File: config.mk
export PLATFORM = sky130hd
export DESIGN_NAME = mo_linebuf_ctrl
export DESIGN_NICKNAME = d
export VERILOG_FILES = /design/src/rtl/mo_linebuf_ctrl_pkg.sv /design/src/rtl/mo_burst_gen.sv /design/src/rtl/mo_linebuf_ctrl.sv
export SDC_FILE = /design/constraint.sdc
export NUM_CORES = 1
export LEC_CHECK = 0
export BUFFER_PORTS_ARGS = -buffer_cell sky130_fd_sc_hd__buf_4
export CAP_MARGIN = 20
export CORE_AREA = 2 2 64 66
export DETAILED_ROUTE_END_ITERATION = 7
export DIE_AREA = 0 0 66 68
export GPL_TIMING_DRIVEN = 0
export PLACE_DENSITY = 0.85
export SLEW_MARGIN = 5
export SYNTH_ARGS = -nofsm -noshare
export SYNTH_HDL_FRONTEND = slang
export SYNTH_SLANG_ARGS = --single-unit
File: constraint.sdc
create_clock -name clk -period 1.5 [get_ports clk]
set_input_delay 0.225 -clock clk [delete_from_list [all_inputs] [get_ports clk]]
set_output_delay 0.225 -clock clk [all_outputs]
set_load 0.02 [all_outputs]
File: src/rtl/mo_linebuf_ctrl_pkg.sv
// Shared constants and types for the motion-object line buffer sequencer.
package mo_pkg;

    localparam int          MO_OBJ_W = 8;
    localparam int          MO_XW    = 8;
    localparam logic [3:0]  MO_CLR   = 4'hF;

    typedef enum logic {
        IDLE = 1'b0,
        DRAW = 1'b1
    } mo_wstate_t;

endpackage

File: src/rtl/mo_burst_gen.sv
// Object write burst walker: latches a start X and steps OBJ_W pixel writes,
// flagging completion or truncation by a scanline boundary.
module mo_burst_gen
    import mo_pkg::*;
#(
    parameter int OBJ_W = MO_OBJ_W,
    parameter int XW    = MO_XW
) (
    input  logic          clk,
    input  logic          reset_n,
    input  logic          ce5,
    input  logic          line_start,
    input  logic          obj_start,
    input  logic [XW-1:0] obj_x,
    output logic          wr_en,
    output logic [XW-1:0] wptr,
    output logic          busy,
    output logic          obj_done,
    output logic          obj_abort
);

    localparam int CW = (OBJ_W > 1) ? $clog2(OBJ_W) : 1;

    mo_wstate_t    state_q, state_d;
    logic [XW-1:0] wptr_q, wptr_d;
    logic [CW-1:0] cnt_q, cnt_d;
    logic          busy_q, busy_d;
    logic          done_q, done_d;
    logic          abort_q, abort_d;

    always_comb begin
        state_d = state_q;
        wptr_d  = wptr_q;
        cnt_d   = cnt_q;
        busy_d  = busy_q;
        done_d  = done_q;
        abort_d = abort_q;
        wr_en   = 1'b0;
        if (ce5) begin
            done_d  = 1'b0;
            abort_d = 1'b0;
            case (state_q)
                IDLE: begin
                    // busy lingers through the done cycle, so a request there is dropped
                    busy_d = 1'b0;
                    if (obj_start && !line_start && !busy_q) begin
                        state_d = DRAW;
                        wptr_d  = obj_x;
                        cnt_d   = '0;
                        busy_d  = 1'b1;
                    end
                end
                DRAW: begin
                    if (line_start) begin
                        state_d = IDLE;
                        abort_d = 1'b1;
                        busy_d  = 1'b0;
                    end else begin
                        wr_en  = 1'b1;
                        wptr_d = wptr_q + 1'b1;
                        cnt_d  = cnt_q + 1'b1;
                        if (cnt_q == CW'(OBJ_W - 1)) begin
                            state_d = IDLE;
                            done_d  = 1'b1;
                        end
                    end
                end
                default: state_d = IDLE;
            endcase
        end
    end

    always_ff @(posedge clk) begin
        if (!reset_n) begin
            state_q <= IDLE;
            wptr_q  <= '0;
            cnt_q   <= '0;
            busy_q  <= 1'b0;
            done_q  <= 1'b0;
            abort_q <= 1'b0;
        end else begin
            state_q <= state_d;
            wptr_q  <= wptr_d;
            cnt_q   <= cnt_d;
            busy_q  <= busy_d;
            done_q  <= done_d;
            abort_q <= abort_d;
        end
    end

    assign wptr      = wptr_q;
    assign busy      = busy_q;
    assign obj_done  = done_q;
    assign obj_abort = abort_q;

endmodule

File: src/rtl/mo_linebuf_ctrl.sv
// Ping-pong line buffer sequencer: bank toggle, render/display address and
// strobe muxing, and clear-behind-read on the display bank.
module mo_linebuf_ctrl
    import mo_pkg::*;
#(
    parameter int OBJ_W = MO_OBJ_W,
    parameter int XW    = MO_XW
) (
    input  logic          clk,
    input  logic          reset_n,
    input  logic          ce5,
    input  logic          line_start,
    input  logic [XW-1:0] hcount,
    input  logic          obj_start,
    input  logic [XW-1:0] obj_x,
    input  logic          pix_opaque,
    output logic          bank,
    output logic [XW-1:0] addr_a,
    output logic [XW-1:0] addr_b,
    output logic          we_a,
    output logic          we_b,
    output logic          clr_sel,
    output logic          busy,
    output logic          obj_done,
    output logic          obj_abort
);

    logic          wr_en;
    logic [XW-1:0] wptr;

    mo_burst_gen #(
        .OBJ_W (OBJ_W),
        .XW    (XW)
    ) u_burst (
        .clk        (clk),
        .reset_n    (reset_n),
        .ce5        (ce5),
        .line_start (line_start),
        .obj_start  (obj_start),
        .obj_x      (obj_x),
        .wr_en      (wr_en),
        .wptr       (wptr),
        .busy       (busy),
        .obj_done   (obj_done),
        .obj_abort  (obj_abort)
    );

    logic          bank_q, bank_d;
    logic [XW-1:0] addr_a_q, addr_a_d;
    logic [XW-1:0] addr_b_q, addr_b_d;
    logic          we_a_q, we_a_d;
    logic          we_b_q, we_b_d;
    logic          clr_q, clr_d;
    logic [XW-1:0] r_addr;
    logic          r_we;
    logic          d_we;

    always_comb begin
        bank_d   = bank_q;
        addr_a_d = addr_a_q;
        addr_b_d = addr_b_q;
        we_a_d   = we_a_q;
        we_b_d   = we_b_q;
        clr_d    = clr_q;
        // Render side uses the bank mapping in force before any toggle this cycle
        r_addr   = wr_en ? wptr : (bank_q ? addr_b_q : addr_a_q);
        r_we     = wr_en & pix_opaque;
        d_we     = ~line_start;
        if (ce5) begin
            bank_d = bank_q ^ line_start;
            clr_d  = ~line_start;
            if (!bank_q) begin
                addr_a_d = r_addr;
                we_a_d   = r_we;
                addr_b_d = hcount;
                we_b_d   = d_we;
            end else begin
                addr_b_d = r_addr;
                we_b_d   = r_we;
                addr_a_d = hcount;
                we_a_d   = d_we;
            end
        end
    end

    always_ff @(posedge clk) begin
        if (!reset_n) begin
            bank_q   <= 1'b0;
            addr_a_q <= '0;
            addr_b_q <= '0;
            we_a_q   <= 1'b0;
            we_b_q   <= 1'b0;
            clr_q    <= 1'b0;
        end else begin
            bank_q   <= bank_d;
            addr_a_q <= addr_a_d;
            addr_b_q <= addr_b_d;
            we_a_q   <= we_a_d;
            we_b_q   <= we_b_d;
            clr_q    <= clr_d;
        end
    end

    assign bank    = bank_q;
    assign addr_a  = addr_a_q;
    assign addr_b  = addr_b_q;
    assign we_a    = we_a_q;
    assign we_b    = we_b_q;
    assign clr_sel = clr_q;

endmodule

==> results of run 1 <==
synth_stat cells (2+ instances only):
cell      instances  share of area (%)
dfxtp_1          35                 37
o21ai_0          29                7.6
a21oi_1          23                6.0
nand2_1          20                3.9
a221oi_1         15                6.9
o22ai_1          12                3.9
clkbuf_1          9                1.8
buf_2             8                2.1
nand2b_1          8                2.6
or3_1             7                2.3
mux2i_1           6                3.1
nand3_1           6                1.6
nor2b_1           6                2.0
nor2_1            4               0.79
a211oi_1          3                1.2
a21boi_0          3                1.2
ha_1              3                2.0
inv_1             3               0.59
nand4_1           3               0.98
a21boi_1          2               0.79
a31oi_1           2               0.66
and2_1            2               0.66
buf_6             2                1.2
per-stage QoR:
step                utilization (%)  std cells  setup WS (ns)  hold slack (ns)
finish                         61.6        330         0.0766            0.158
global route                   61.6        330         0.0169            0.167
CTS                            61.4        330         0.0572            0.158
detailed placement             59.5        324         0.0658            0.455
global placement               59.5        324         0.0852            0.453
floorplan                         -        231          0.154            0.373
kinds of logic after synthesis:
logic type / Yosys count / share of synthesized area (%)
compound gates: 98 / 32.5
buf+inv: 24 / 6.23
xor+xnor: 2 / 0.918
flops: 35 / 36.7
mux: 6 / 3.15
simple gates: 63 / 18.5
fa+ha+maj: 3 / 1.97
state kept, by name, summed over array words and instances, names as in the netlist:
| register | flops |
|---|---|
| addr_a | 8 |
| clr_sel | 1 |
| u_burst.wptr | 8 |
| addr_b | 8 |
| u_burst.state_q | 1 |
| we_a | 1 |
| bank | 1 |
| we_b | 1 |
| u_burst.obj_abort | 1 |
| u_burst.obj_done | 1 |
| u_burst.cnt_q | 3 |
| u_burst.busy | 1 |
what timing repair did:
action	4_1_cts	5_1_grt
setup buffers	0	0
setup endpoints to repair	0	16
hold endpoints to repair	0	0
gates resized for setup	0	6
area by class of cell:
type                            count  area [sq um]
Multi-Input combinational cell    172          1090
Clock buffer                        6          72.6
Fill cell                         362          1480
Inverter                            4          15.0
Sequential cell                    35           702
Buffer                             20           110
Tap cell                           50          62.6
Timing Repair Buffer               43           323
routing by layer:
| layer | GRT usage, % | up-vias | share of wire [%] |
|---|---|---|---|
| met4 | 7.40 | 0 | 0.94 |
| met2 | 39.5 | 98 | 48 |
| li1 | - | 970 | - |
| met1 | 30.8 | 896 | 43 |
| met3 | 5.26 | 6 | 8.2 |
| met5 | 0 | - | 0 |
worst max-delay path, cell delays in order, from the launching register on:
cell	delay (ns)
dfxtp_1	0.35
nor2b_1	0.37
o21ai_2	0.17
or3_1	0.33
a21boi_1	0.12
path summary, 6_finish.rpt:
check                    from                to  slack (ns)  depth (start not counted)
max              u_burst.busy  u_burst.cnt_q[0]        0.08                          4
min                line_start           clr_sel        0.16                          2
max reg2reg      u_burst.busy  u_burst.cnt_q[0]        0.08                          4
min reg2reg  u_burst.cnt_q[1]  u_burst.cnt_q[1]        0.48                          2
power groups by stage:
stage          registers, mW  clock network (mW)  logic (mW)
5_1_grt                 1.02               0.672       0.452
3_5_place_dp            1.03                   0       0.407
2_1_floorplan           1.06                   0       0.219
4_1_cts                 1.01               0.640       0.409
6_report                1.01               0.629       0.416
3_3_place_gp            1.03                   0       0.398
==> flow_metrics.tcl, run 1 <==
set metrics [dict create \
    ant_nets 0 \
    drc 0 \
    cts.sinks 35 \
    share_seq_of_total_power_pct 49.2 \
    worstPathArrival_ns 1.64 \
    drtIter0Drc 259 \
    comb_power_share_pct 20.2 \
    dieArea_sq_um 4490 \
    cts_buffers 5 \
    ir_drop_mv 0.481 \
    fmax_ghz 0.703 \
    worst_hold_path_type "in2reg" \
    core_sq_um 3860 \
    cts_hold_buf 0 \
    synthFlopType "dfxtp_1" \
    internal_power_mw 1.46 \
    critical_path_peak_fanout 6 \
    synthArstFlopShare_pct 0 \
    synth_edf_count 0 \
    final-max-slew-violation-count 0 \
    worst_pin_slew_ns 0.511 \
    antenna_found_initial 0 \
    synth.avg_cell_area_sq_um 8.27 \
    gp_congestion 0.892 \
    area_growth_pct 24.4 \
    n_antenna_cell 0 \
    fin_worst_skew_ns 0.00379 \
    synth.cell_area_sq_um 1910 \
    placed_area_sq_um 2290 \
    drt-pass1-iter-count 5 \
    die_height_um 68 \
    synthesis.nets 256 \
    critical_path_class "reg2reg" \
    ys_warn_count 0 \
    wire_per_inst_um 15.9 \
    synth_cells 231 \
    yosys_register_bits 35 \
    grt_usage_pct 23.7 \
    via_per_inst 5.97 \
    post-route-period-util_pct 94.9 \
    cp-end-kind "flip-flop" \
    cts_max_level 2 \
    swShare_pct 28.8 \
    io-pin-count 45 \
    maxCapViolCount 0 \
    critPathRequiredTime_ns 1.72 \
    first_global_vias 1706 \
    final_area_sq_um 2370 \
    fin_crit_ns 1.42 \
    cts_tree "done" \
    clk_latency_ns 0.29 \
    ys_types 43 \
    p_leak_nw 0.970 \
    final_common_cell "buf_4" \
    worstSetupStartpointType "flip-flop" \
    totalPowerFinal_mw 2.06 \
    vias 1970 \
    slew_headroom_pct 65.9 \
    grt_overflow 0 \
    io_buffers 43 \
    status "finished, final reports clean" \
    grt_start_max_net_pins 11 \
    p_sw_mw 0.593 \
    row_count 23 \
    totalWireLength_mm 5.23 \
    finalSetupViolCount 0 \
    power_density_nw_per_um2 866 \
    initial_utilization_pct 49.5 \
    setup_tns_ns 0 \
    fp.dieW_um 66 \
    root_buffer "clkbuf_8" \
    clockBufferDepth 2 \
    hold_viol_final 0 \
    grt_first_pass_wirelength_mm 8.16 \
    rsz0062_at_grt "no" \
    cts.reportedPaths.clkPinSlew_ns 0.06 \
    dp_hpwl_mm 3.73 \
    layout_common_cells "44 x buf_4, 34 x dfxtp_1, 29 x o21ai_0" \
    power.share.clock_pct 30.6 \
    ys_seq_area_share_pct 36.7 \
    nets 306 \
    drive_gt1_share_pct 23.6 \
]
Note: power is estimated with default switching activity, not from simulation.
==> run 2: changes to the inputs <==
--- a/config.mk
+++ b/config.mk
@@ -11,7 +11,9 @@
 export DETAILED_ROUTE_END_ITERATION = 7
 export DIE_AREA = 0 0 66 68
 export GPL_TIMING_DRIVEN = 0
+export MAX_ROUTING_LAYER = met4
 export PLACE_DENSITY = 0.85
+export SKIP_CTS_REPAIR_TIMING = 1
 export SLEW_MARGIN = 5
 export SYNTH_ARGS = -nofsm -noshare
 export SYNTH_HDL_FRONTEND = slang
==> run 2 against run 1 <==
Against the previous run:
- global-route usage grew 0.57 points
- die area stayed put
- flip-flop and latch count did not move
- hold slack better by 0.0019 ns
- power is essentially flat
- routed wire length up 0.40%
- clock power about the same
- core utilization stayed put
==> flow_metrics.tcl, run 2 (synthesized netlist as in run 1, its figures left out) <==
set metrics [dict create \
    slowest_delay_ns 0.36 \
    hold_viol_final 0 \
    clk_latency_ns 0.29 \
    p_sw_mw 0.594 \
    cts.reportedPaths.clkPinSlew_ns 0.06 \
    drtIter0Drc 258 \
    area_growth_pct 24.4 \
    rr_endpoint "u_burst.cnt_q[0]" \
    dp_hpwl_mm 3.73 \
    r2r_start "u_burst.busy" \
    first_global_vias 1700 \
    cts_max_level 2 \
    share_seq_of_total_power_pct 49.2 \
    critical_path.startpoint "u_burst.busy" \
    timing.critical_path.to "u_burst.cnt_q[0]" \
    crit_family "simple AND/OR/NAND/NOR gates" \
    worst-path-stages 4 \
    setup_tns_ns 0 \
    ir_drop_mv 0.482 \
    cp-end-kind "flip-flop" \
    reg2reg_slack_ns 0.09 \
    row_count 23 \
    grt_first_pass_wirelength_mm 8.16 \
    worst_hold_path_type "in2reg" \
    status "finished, final reports clean" \
    via_per_inst 6.10 \
    finalSetupViolCount 0 \
    vias 2014 \
    multi_input_area_sq_um 1090 \
    cts.sinks 35 \
    worstPathArrival_ns 1.63 \
    fin_worst_skew_ns 0.00403 \
    io-pin-count 45 \
    dieArea_sq_um 4490 \
    swShare_pct 28.8 \
    p_leak_nw 0.970 \
    finish.cell_count_without_fillers 330 \
    root_buffer "clkbuf_8" \
    fp.dieW_um 66 \
    fillCellCount 362 \
    totalWireLength_mm 5.25 \
    min_path_cells 2 \
    worst_pin_slew_ns 0.504 \
    drive_gt1_share_pct 23.6 \
    internal_power_mw 1.46 \
    comb_power_share_pct 20.3 \
    fin_crit_ns 1.41 \
    seqCellArea_sq_um 702 \
    cpMaxStageDelayCell "nor2b_1" \
    maxCapViolCount 0 \
    grt_start_max_net_pins 11 \
    critical_path_peak_fanout 6 \
    slew_headroom_pct 66.4 \
    drc 0 \
    critical_path_class "reg2reg" \
    initial_utilization_pct 49.5 \
    power_density_nw_per_um2 866 \
    cts_tree "done" \
    layout_common_cells "44 x buf_4, 34 x dfxtp_1, 29 x o21ai_0" \
    clockBufferDepth 2 \
    worst-path-buf-inv 0 \
    nets 306 \
    gp_congestion 0.907 \
    n_antenna_cell 0 \
    die_height_um 68 \
    reg2reg_depth 4 \
    wire_per_inst_um 15.9 \
    dp.cells 324 \
    fmax_ghz 0.709 \
    final_common_cell "buf_4" \
    drt-pass1-iter-count 6 \
    rsz0062_at_grt "no" \
    core_sq_um 3860 \
    grt_overflow 0 \
    cts_buffers 5 \
    ant_nets 0 \
    antenna_found_initial 0 \
    crit_chain "nor2b_1 > o21ai_2 > or3_1 > a21boi_1" \
    final-max-slew-violation-count 0 \
    power.share.clock_pct 30.5 \
    grt_usage_pct 24.3 \
    post-route-period-util_pct 94.1 \
    worstSetupStartpointType "flip-flop" \
    critPathRequiredTime_ns 1.72 \
    io_buffers 43 \
]
run 2: through the flow:
stage               cell area (sq um)  total power [mW]  worst slack (ns)  util, %  hold slack (ns)
global route                     2370              2.14            0.0170     61.6            0.170
floorplan                        1910              1.27             0.154        -            0.373
finish                           2370              2.06            0.0889     61.6            0.160
global placement                 2290              1.43            0.0852     59.5            0.453
detailed placement               2290              1.44            0.0658     59.5            0.455
CTS                              2370              2.06            0.0572     61.4            0.158
run 2: worst min path at each step:
stage	startpoint	endpoint	slack [ns]
final	line_start	clr_sel	0.16
after global routing	line_start	clr_sel	0.17
after CTS	line_start	clr_sel	0.16
after detailed placement	line_start	clr_sel	0.46
after global placement	u_burst.cnt_q[1]	u_burst.cnt_q[1]	0.45
after floorplan	reset_n	addr_a[4]	0.37
run 2: power by group through the flow:
stage,combinational [mW],clock [mW],sequential [mW]
2_1_floorplan,0.219,0,1.06
3_3_place_gp,0.398,0,1.03
3_5_place_dp,0.407,0,1.03
4_1_cts,0.409,0.640,1.01
5_1_grt,0.452,0.669,1.02
6_report,0.417,0.628,1.01
run 2: layout make-up:
| cell class | count | share of cell area [%] |
|---|---|---|
| Buffer | 20 | 4.64 |
| Sequential cell | 35 | 29.6 |
| Clock buffer | 6 | 3.06 |
| Multi-Input combinational cell | 172 | 45.9 |
| Tap cell | 50 | 2.63 |
| Inverter | 4 | 0.632 |
| Timing Repair Buffer | 43 | 13.6 |
run 2: routing by layer:
layer | GRT usage (%) | part of all wire [%]
met1 | 30.9 | 42
met2 | 39.4 | 48
met3 | 4.77 | 9.3
met4 | 7.40 | 0.99
met5 | - | 0
